--- config.mk ---
export PLATFORM = sky130hd
export DESIGN_NAME = bounce_led_engine
export DESIGN_NICKNAME = d
export VERILOG_FILES = /design/src/rtl/ee2026_pkg.sv /design/src/rtl/blink_gen.sv /design/src/rtl/bounce_led_engine.sv
export SDC_FILE = /design/constraint.sdc
export NUM_CORES = 1
export LEC_CHECK = 0
export CAP_MARGIN = 20
export CORE_MARGIN = 3
export CORE_UTILIZATION = 52
export CTS_CLUSTER_SIZE = 24
export DETAILED_ROUTE_END_ITERATION = 12
export PLACE_DENSITY = 0.88
export SETUP_SLACK_MARGIN = 0.2
export SYNTH_ARGS = -nofsm -noshare
export SYNTH_HDL_FRONTEND = slang
export SYNTH_SLANG_ARGS = --single-unit
--- constraint.sdc ---
create_clock -name clk -period 2.1 [get_ports clk]
set_input_delay 0.42 -clock clk [delete_from_list [all_inputs] [get_ports clk]]
set_output_delay 0.42 -clock clk [all_outputs]
set_load 0.01 [all_outputs]
--- src/rtl/ee2026_pkg.sv ---
// Shared encodings for the EE2026 LED/7-segment blocks: FSM states,
// LED regions, direction values and the system tick rate.
package ee2026_pkg;

    typedef enum logic [1:0] {
        ST_IDLE  = 2'b00,
        ST_RUN   = 2'b01,
        ST_PAUSE = 2'b10
    } state_t;

    localparam logic [1:0] REG_MID   = 2'b00;
    localparam logic [1:0] REG_LEFT  = 2'b01;
    localparam logic [1:0] REG_RIGHT = 2'b10;

    localparam logic DIR_DOWN = 1'b0;
    localparam logic DIR_UP   = 1'b1;

    localparam int TICK_HZ = 100;

endpackage

--- src/rtl/blink_gen.sv ---
// Tick-qualified square wave: phase toggles every HALF ticks, free-running from reset.
module blink_gen #(
    parameter int HALF = 10
) (
    input  logic clk,
    input  logic rst,
    input  logic tick,
    output logic phase
);

    localparam int W = (HALF > 1) ? $clog2(HALF) : 1;

    logic [W-1:0] cnt_reg;
    logic         phase_reg;

    always_ff @(posedge clk) begin
        if (rst) begin
            cnt_reg   <= '0;
            phase_reg <= 1'b0;
        end else if (tick) begin
            if (cnt_reg == W'(HALF - 1)) begin
                cnt_reg   <= '0;
                phase_reg <= ~phase_reg;
            end else begin
                cnt_reg <= cnt_reg + W'(1);
            end
        end
    end

    assign phase = phase_reg;

endmodule

--- src/rtl/bounce_led_engine.sv ---
// Single dot bouncing across an N_LED bar with separate up/down step periods,
// run/pause/restart/reverse control and blinking edge regions.
module bounce_led_engine
    import ee2026_pkg::*;
#(
    parameter int N_LED     = 16,
    parameter int POS_W     = $clog2(N_LED),
    parameter int LB        = 10,
    parameter int RB        = 2,
    parameter int START_POS = 7,
    parameter int START_DIR = 0,
    parameter int T_UP      = 160,
    parameter int T_DOWN    = 50,
    parameter int CNT_W     = 8,
    parameter int BL_HALF   = 10,
    parameter int BR_HALF   = 3
) (
    input  logic             clk,
    input  logic             rst,
    input  logic             tick,
    input  logic             start,
    input  logic             pause_tgl,
    input  logic             reverse,
    output logic [N_LED-1:0] led,
    output logic [POS_W-1:0] pos,
    output logic             dir,
    output logic [1:0]       region,
    output logic             running
);

    localparam logic [POS_W-1:0] POS_LAST  = POS_W'(N_LED - 1);
    localparam logic [POS_W-1:0] POS_START = POS_W'(START_POS);
    localparam logic             DIR_START = (START_DIR != 0);

    state_t             state_reg;
    logic [POS_W-1:0]   pos_reg;
    logic               dir_reg;
    logic [CNT_W-1:0]   cnt_reg;
    logic               running_reg;
    logic [N_LED-1:0]   led_reg;
    logic [N_LED-1:0]   led_next;
    logic [CNT_W-1:0]   period_m1;
    logic [POS_W-1:0]   step_pos;
    logic               step_dir;
    logic               left_phase;
    logic               right_phase;
    logic               lit_bit;

    blink_gen #(.HALF(BL_HALF)) u_blink_left (
        .clk(clk), .rst(rst), .tick(tick), .phase(left_phase)
    );

    blink_gen #(.HALF(BR_HALF)) u_blink_right (
        .clk(clk), .rst(rst), .tick(tick), .phase(right_phase)
    );

    assign period_m1 = (dir_reg == DIR_UP) ? CNT_W'(T_UP - 1) : CNT_W'(T_DOWN - 1);

    // Bounce turns around on the step off an end, so no end position dwells twice.
    always_comb begin
        step_pos = pos_reg;
        step_dir = dir_reg;
        if (dir_reg == DIR_UP && pos_reg == POS_LAST) begin
            step_pos = POS_LAST - POS_W'(1);
            step_dir = DIR_DOWN;
        end else if (dir_reg == DIR_DOWN && pos_reg == '0) begin
            step_pos = POS_W'(1);
            step_dir = DIR_UP;
        end else if (dir_reg == DIR_UP) begin
            step_pos = pos_reg + POS_W'(1);
        end else begin
            step_pos = pos_reg - POS_W'(1);
        end
    end

    always_comb begin
        region = REG_MID;
        if (pos_reg > POS_W'(LB)) begin
            region = REG_LEFT;
        end else if (pos_reg < POS_W'(RB)) begin
            region = REG_RIGHT;
        end
    end

    always_comb begin
        lit_bit = 1'b1;
        case (region)
            REG_LEFT:  lit_bit = left_phase;
            REG_RIGHT: lit_bit = right_phase;
            default:   lit_bit = 1'b1;
        endcase
    end

    for (genvar gi = 0; gi < N_LED; gi++) begin : g_led
        assign led_next[gi] = (pos_reg == POS_W'(gi)) && lit_bit && (state_reg != ST_IDLE);
    end

    // Input priority within a cycle: start, then pause_tgl, then reverse, then tick.
    always_ff @(posedge clk) begin
        if (rst) begin
            state_reg   <= ST_IDLE;
            pos_reg     <= POS_START;
            dir_reg     <= DIR_START;
            cnt_reg     <= '0;
            running_reg <= 1'b0;
        end else if (start) begin
            state_reg   <= ST_RUN;
            pos_reg     <= POS_START;
            dir_reg     <= DIR_START;
            cnt_reg     <= '0;
            running_reg <= 1'b1;
        end else begin
            case (state_reg)
                ST_RUN: begin
                    if (pause_tgl) begin
                        state_reg   <= ST_PAUSE;
                        running_reg <= 1'b0;
                    end else if (reverse) begin
                        dir_reg <= ~dir_reg;
                        cnt_reg <= '0;
                    end else if (tick) begin
                        if (cnt_reg == period_m1) begin
                            cnt_reg <= '0;
                            pos_reg <= step_pos;
                            dir_reg <= step_dir;
                        end else begin
                            cnt_reg <= cnt_reg + CNT_W'(1);
                        end
                    end
                end
                ST_PAUSE: begin
                    if (pause_tgl) begin
                        state_reg   <= ST_RUN;
                        running_reg <= 1'b1;
                    end
                end
                ST_IDLE: begin
                    running_reg <= 1'b0;
                end
                default: begin
                    state_reg   <= ST_IDLE;
                    running_reg <= 1'b0;
                end
            endcase
        end
    end

    always_ff @(posedge clk) begin
        if (rst) begin
            led_reg <= '0;
        end else begin
            led_reg <= led_next;
        end
    end

    assign led     = led_reg;
    assign pos     = pos_reg;
    assign dir     = dir_reg;
    assign running = running_reg;

endmodule

# [Yosys cells after proc, flatten, opt, wreduce, memory -nomap -nowiden]
# Index checks and enable logic that the tools add are counted.
[op_classes] reduce_logical=49 order_cmp=2 eq_ne=27 muxes=25 add_sub_neg=5 n_bitwise=6
[op_table] cell="4-bit == test, second input constant" n=9
[op_table] cell="1-bit logical AND" n=34
[op_table] cell="8-bit 2-to-1 mux" n=4
[op_table] cell="4-bit by 3-bit == test with 1-bit output, second input constant" n=4
[op_table] cell="4-bit 2-to-1 mux" n=4
[op_table] cell="2-bit 2-to-1 mux" n=5
[op_table] cell="5-bit AND reduction" n=2
[op_table] cell="1-bit 2-to-1 mux" n=9
[op_table] cell="3-bit AND reduction" n=3
[op_table] cell="4-bit by 1-bit adder with 4-bit output, second input constant" n=2
[op_table] cell="8-bit by 1-bit adder with 8-bit output, second input constant" n=1
[op_table] cell="4-bit by 2-bit == test with 1-bit output, second input constant" n=2
[op_table] cell="8-bit == test" n=1
[op_table] cell="2-bit == test, second input constant" n=3
[op_table] cell="2-bit != test, second input constant" n=3
[op_table] cell="3-bit != test, second input constant" n=2
[op_table] cell="1-bit NOT" n=6
[op_table] cell="2-bit one-hot mux with 3 select lines" n=1
[op_table] cell="2-bit AND reduction" n=3
[op_table] cell="2-bit nonzero test" n=3
[op_table] cell="2-bit by 1-bit == test with 1-bit output, second input constant" n=2
[op_table] cell="4-bit by 1-bit == test with 1-bit output, second input constant" n=1
[op_table] cell="4-bit greater-than comparator, second input constant" n=1
[op_table] cell="4-bit zero test" n=1
[op_table] cell="other kinds (7)" n=8
[word_totals] elab_cells=125 ff_bits=40

# [Longest topological paths before layout]
# Gate-level depths: netlist of the first run.
[logic_depth] ltp_word=7 depth_mapped=6 depth_no_buf=6

# [Modules after synthesis]
# Synthesis of the first run repeated with hierarchy kept, for this count alone.
[unflattened] cells_unflattened=208 hier_area_um2=1845.5
[by_module_without_submodules] mod="bounce_led_engine" n_inst=1 cells_each=171 area_each_um2=1497.7
[by_module_without_submodules] mod="blink_gen (u_blink_left)" n_inst=1 cells_each=24 area_each_um2=220.2
[by_module_without_submodules] mod="blink_gen (u_blink_right)" n_inst=1 cells_each=13 area_each_um2=127.6

# [Worst setup path after synthesis of the first run]
# OpenSTA, ideal clock, no wires.
[synth_path] path_type="input -> register" start="input pause_tgl" end="register pos_reg[3], in the netlist pos[3]" arrival_time_ps=1637 slack_ps=344 cell_stages=4 required_ps=1981 setup_time_ps=119 cell_sequence="or3b_1 -> nor4_1 -> nand2_1 -> o221a_2"
[synth_between] elab_chain_cells=2
[synth_rtl] element="from (decl)" line_no="bounce_led_engine.sv:22" rtl="input logic pause_tgl,"
[synth_rtl] element="1-bit NOT (no line)"
[synth_rtl] element="5-bit AND reduction (no line)"
[synth_rtl] element="to (signal assigned)" line_no="bounce_led_engine.sv:124" rtl="pos_reg <= step_pos;"
[synth_rtl] element="to (decl)" line_no="bounce_led_engine.sv:36" rtl="logic [POS_W-1:0] pos_reg;"
# No other way between the ends.
# A chain may end at the register's enable or synchronous reset.

# [Final worst setup path of the first run]
[layout_path] start="register pos_reg[0], in the netlist pos[0]" end="output region[0]"
[layout_between] elab_chain_cells=2
[layout_rtl] element="4-bit greater-than comparator" line_no="bounce_led_engine.sv:78" rtl="if (pos_reg > POS_W'(LB)) begin"
[layout_rtl] element="2-bit 2-to-1 mux" line_no="bounce_led_engine.sv:78"
[layout_rtl] element="to (decl)" line_no="bounce_led_engine.sv:27" rtl="output logic [1:0] region,"
# No other way between the ends.

==> results.yml, run 1 <==
critical_path:
  critPathRequiredTime_ps: 1680
  crit_type: "reg2out"
  endpoint_kind: "output port"
  reg2reg_depth: 6
  cp-start-kind: "flip-flop"
  cp.arrival_ps: 1570
  critPathMaxFanout: 2
route:
  via_per_inst: 5.57
  vias: 1622
  dr.pass1.iters: 4
  wirelength_um: 4050
  antenna_left: 0
  drt_iter0_markers: 159
  wire_per_inst_um: 13.9
  route.detailed.drc: 0
worst_hold_path:
  min_path_type: "reg2reg"
  min_path_cells: 2
synthesis:
  synth_top_area_share: 0.439
  synth_edf_count: 0
  ys_ff_latch: 40
  yosysSeqAreaShare: 0.439
  synthTopCellsByArea: "dfxtp_1 (44%), nor2_1 (6.2%), ha_1 (4.1%), xnor2_1 (3.8%), a21oi_1 (3.3%)"
  yosysUniqueCellTypes: 46
  syn_inst: 202
  ys.flop_type: "dfxtp_1"
  async_flop_share: 0
  synth.largest_area_cell: "dfxtp_1"
  syn_area_um2: 1820
  synth_area_per_cell_um2: 9.03
  syn_nets: 214
  ys_warn_count: 0
placed_design:
  hpwl_um: 3040
  post_dp_cell_area_um2: 2260
  portBuffers: 29
  gp_congestion: 0.827
  preCtsSetupSlack_ps: -235
clock_tree:
  cts_tree: "built"
  clkLatencyLatePin_ps: 350
  cts.sinks: 40
  clockBufferDepth: 2
  holdBufCountCts: 0
  htreeDepth: 2
  cts_root_buffer: "clkbuf_4"
  clk_pin_slew_worst_paths_ps: 120
  cts_setup_buffers: 0
  numCtsBuffers: 5
floorplanning:
  die_height_um: 65.2
  io-pin-count: 30
  core_area_um2: 3200
  num_rows: 20
  fp.dieArea_um2: 4250
  initial_utilization: 0.570
  dieWidth_um: 65.2
finish:
  final_cell_mix: "dfxtp_1 (38), nor2_1 (30), clkdlybuf4s50_1 (24)"
  final_nets: 258
  largest_reg_flops: 16
  final_area_um2: 2360
  mostFrequentLayoutCell: "dfxtp_1"
  syn2layout_area_growth_pct: 29.4
  fillers: 248
  drive_gt1_frac: 0.170
  num_antenna_cells: 0
timing:
  fmax_mhz: 503
  holdWs_ps: 490
  setup_viol_count_final: 0
  rsz0062_at_grt: "yes"
  worst_slack_ps: 113
  relSlewSlack: 0.514
  post-route-period-util: 0.946
  tightestPinTransition_ps: 726
  period_needed_ps: 1990
  drv_slew: 0
  final_hold_viol_count: 0
  clock_skew_ps: 10.4
pwr:
  netSwitchingFraction: 0.237
  pwr-share-clk: 0.375
  intPower_mw: 1.07
  p_leak_nw: 0.882
  switching_power_mw: 0.331
  ir_drop_mv: 0.481
  p_per_area_nw_per_um2: 593
  comb_power_share: 0.067
  totalPowerFinal_mw: 1.40
  seqPwrFrac: 0.558
flow_run:
  cap_violations: 0
run_status:
  status: "completed"
global_routing:
  track_usage: 0.216
  antenna_found_initial: 0
  grt_max_degree: 15
  grt_pass1_vias: 1572
  grt_pass1_wl_um: 7080
  grt_overflow: 0
[per-layer routing]
layer	track usage	wire length (µm)	up-vias
met5	0	0	-
li1	-	-	814
met4	0.0984	62	0
met1	0.271	1790	738
met3	0.0564	252	6
met2	0.345	1940	64
[power by group through the flow]
stage,combinational (mW),sequential [mW],clock (mW)
2_1_floorplan,0.0508,0.796,0
3_3_place_gp,0.0898,0.796,0
3_5_place_dp,0.0931,0.796,0
4_1_cts,0.0935,0.780,0.530
5_1_grt,0.104,0.782,0.574
6_report,0.0943,0.780,0.524
[path summary, 6_finish.rpt]
kind | startpoint | to | slack, ps
worst max register to register | pos[1]$_SDFFE_PP1P_ | dir$_SDFFE_PP0P_ | 320
worst max-delay path | pos[0]$_SDFFE_PP1P_ | region[0] | 110
worst min-delay path | running$_SDFFE_PP0P_ | running$_SDFFE_PP0P_ | 490
worst min register to register | running$_SDFFE_PP0P_ | running$_SDFFE_PP0P_ | 490
[through the flow]
| step | instances | utilization | TNS [ps] |
|---|---|---|---|
| after floorplan | 202 | - | 0 |
| after global placement | 283 | 0.705 | -1170 |
| after detailed placement | 283 | 0.705 | -1670 |
| after CTS | 291 | 0.732 | 0 |
| after global routing | 291 | 0.737 | 0 |
| final | 291 | 0.737 | 0 |
[Yosys cell counts, types with 2 or more instances]
| cell | number |
|---|---|
| nor3b_1 | 4 |
| o211ai_1 | 4 |
| mux2i_1 | 2 |
| ha_1 | 6 |
| nand4_1 | 4 |
| a211oi_1 | 5 |
| inv_1 | 6 |
| a31o_2 | 2 |
| nor2_1 | 30 |
| nand3_1 | 4 |
| nand3b_1 | 3 |
| a21oi_1 | 12 |
| clkbuf_1 | 4 |
| nand2_1 | 14 |
| nand2b_1 | 4 |
| a221oi_1 | 2 |
| a21o_2 | 2 |
| and4_1 | 2 |
| or4_1 | 2 |
| dfxtp_1 | 40 |
| xnor2_1 | 8 |
| nor2b_1 | 2 |
| or2_2 | 2 |
| o21ai_0 | 9 |
| nor4_4 | 2 |
| nor3_1 | 7 |
[timing repair]
| action | 4_1_cts | 5_1_grt |
|---|---|---|
| setup endpoints to repair | 6 | 7 |
| pin swaps | 1 | 0 |
| hold endpoints to repair | 0 | 0 |
| gates resized for setup | 5 | 6 |
[final cells by class]
class | count | area, µm² | share of cell area
Tap cell | 44 | 55.1 | 0.0233
Clock inverter | 3 | 46.3 | 0.0196
Timing Repair Buffer | 44 | 420 | 0.178
Inverter | 6 | 22.5 | 0.00954
Sequential cell | 40 | 803 | 0.340
Clock buffer | 5 | 37.5 | 0.0159
Multi-Input combinational cell | 149 | 975 | 0.413
[worst max-delay path, cell delays in order (launching register included)]
cell and delay, ps:
dfxtp_1 350, inv_1 60, ha_1 200, nand2b_1 160, a21boi_1 180, dlygate4sd2_1 290
[cell families (layout without fill, tap and decap cells)]
| logic type | count (synthesis) | after routing | share of synthesized area |
|---|---|---|---|
| fa+ha+maj | 6 | 6 | 0.0412 |
| simple gates | 89 | 89 | 0.270 |
| compound gates | 42 | 42 | 0.158 |
| buf+inv | 13 | 58 | 0.0315 |
| flops | 40 | 40 | 0.439 |
| mux | 3 | 3 | 0.0171 |
| xor+xnor | 9 | 9 | 0.0432 |
Power figures use the tool's default switching activity.
==> run 2, diff against run 1 <==
- CORE_MARGIN: 3 -> 2
==> run 2 against run 1 <==
Effect of this change: power grew 0.15%; count of clock-buffer cells in the layout unchanged; hold slack improved by 5.9 ps; die area decreased by 6.0%; wire length is 5.1% higher; cell count grew 0.69%; combinational power down 0.4%; clock skew is 4.9 ps lower; clock power barely moved; utilization shrank 3.0 points; via count up 2.6%; largest power group unchanged.
==> results.yml, run 2 (synthesized netlist as in run 1, its figures left out) <==
run_status:
  status: "completed"
critical_path:
  cp.arrival_ps: 2170
  cp_cell_sequence: "clkdlybuf4s50_1 > nor2_1 > nor4_4 > a31o_2 > a221oi_2"
  cpLargestDelayFamily: "simple AND/OR/NAND/NOR gates"
  cp_num_buf_inv: 1
  endpoint_kind: "flip-flop"
  critPathMaxFanout: 6
  cpPeakStageDelay_ps: 640
  crit_slowest_cell: "nor2_1"
  crit_type: "in2reg"
  critPathRequiredTime_ps: 2380
  cp-start-kind: "input pin"
finish:
  syn2layout_area_growth_pct: 30.3
  multi_input_area_um2: 1000
  final_cell_mix: "dfxtp_1 (37), nor2_1 (30), clkdlybuf4s50_1 (25)"
  largest_reg_flops: 16
  drive_gt1_frac: 0.194
  final_nets: 258
  num_antenna_cells: 0
  fillers: 260
  mostFrequentLayoutCell: "dfxtp_1"
  fin_cells: 293
  seq_area_um2: 805
route:
  vias: 1664
  antenna_left: 0
  wirelength_um: 4250
  route.detailed.drc: 0
  drt_iter0_markers: 50
  wire_per_inst_um: 14.5
  via_per_inst: 5.68
  dr.pass1.iters: 4
global_routing:
  track_usage: 0.229
  grt_pass1_wl_um: 7100
  antenna_found_initial: 0
  grt_pass1_vias: 1530
  grt_overflow: 0
  gr-usage-met3: 0.0625
  busiest_layer: "met2"
  grt_max_degree: 15
  use_met1: 0.281
  use_met2: 0.370
timing:
  tightestPinTransition_ps: 785
  worst_slack_ps: 214
  holdWs_ps: 496
  relSlewSlack: 0.474
  setup_viol_count_final: 0
  rsz0062_at_grt: "yes"
  post-route-period-util: 0.898
  period_needed_ps: 1890
  final_hold_viol_count: 0
  fmax_mhz: 530
  drv_slew: 0
  clock_skew_ps: 5.53
clock_tree:
  clkLatencyLatePin_ps: 360
  cts_tree: "built"
  cts_root_buffer: "clkbuf_4"
  clk_pin_slew_worst_paths_ps: 130
  numCtsBuffers: 5
  holdBufCountCts: 0
  clockBufferDepth: 2
  cts.sinks: 40
  htreeDepth: 2
flow_run:
  cap_violations: 0
placed_design:
  portBuffers: 29
  gp_congestion: 0.863
  preCtsSetupSlack_ps: -251
  hpwl_um: 2930
  dp.cells: 285
floorplanning:
  fp.dieArea_um2: 4000
  num_rows: 21
  dieWidth_um: 63.2
  io-pin-count: 30
  initial_utilization: 0.542
  die_height_um: 63.2
  core_area_um2: 3360
pwr:
  p_leak_nw: 0.877
  p_per_area_nw_per_um2: 589
  ir_drop_mv: 0.516
  totalPowerFinal_mw: 1.40
worst_hold_path:
  min_path_type: "reg2reg"
[run 2: per-layer routing]
layer / wire (µm) / vias up
met3: 264 / 9
met5: 0 / -
met2: 2030 / 66
li1: - / 811
met1: 1850 / 778
met4: 108 / 0
[run 2: where the power goes]
part	switching [mW]	internal (mW)	leakage, nW	total (mW)
sequential	0.0101	0.770	0.323	0.780
combinational	0.0519	0.0420	0.508	0.0939
clock	0.273	0.254	0.0454	0.527
total	0.335	1.07	0.877	1.40
[run 2: worst paths after layout]
check	startpoint	depth (start not counted)	slack, ps	endpoint
min reg2reg	running$_SDFFE_PP0P_	2	500	running$_SDFFE_PP0P_
max reg2reg	pos[2]$_SDFFE_PP1P_	5	340	pos[3]$_SDFFE_PP0P_
min	running$_SDFFE_PP0P_	2	500	running$_SDFFE_PP0P_
max	tick	5	210	cnt_reg[7]$_SDFFE_PP0P_
[run 2: final cells by class]
class                           instances  area share
Tap cell                               46      0.0242
Multi-Input combinational cell        149       0.422
Clock buffer                            5      0.0158
Clock inverter                          3      0.0200
Inverter                                6     0.00947
Timing Repair Buffer                   44       0.171
Sequential cell                        40       0.338
[run 2: repair_timing]
action                                 in CTS  in global routing
setup endpoints to repair                   5                  9
gates cloned                                0                  0
endpoints found under the hold margin       0                  0
buffers inserted                            0                  0
pin swaps                                   1                  0
resized for setup                           8                 11
[run 2: through the flow]
step                 util  TNS, ps  area [µm²]
finish              0.707        0        2380
global route        0.707        0        2380
CTS                 0.696        0        2340
detailed placement  0.669    -1240        2250
global placement    0.669     -810        2250
floorplan               -        0        1820
[run 2: worst min-delay path, delay by kind of cell (launching register included)]
| kind | cells | cell delay (ps) |
|---|---|---|
| flip-flops | 1 | 330 |
| AO/OA/AOI/OAI | 2 | 130 |
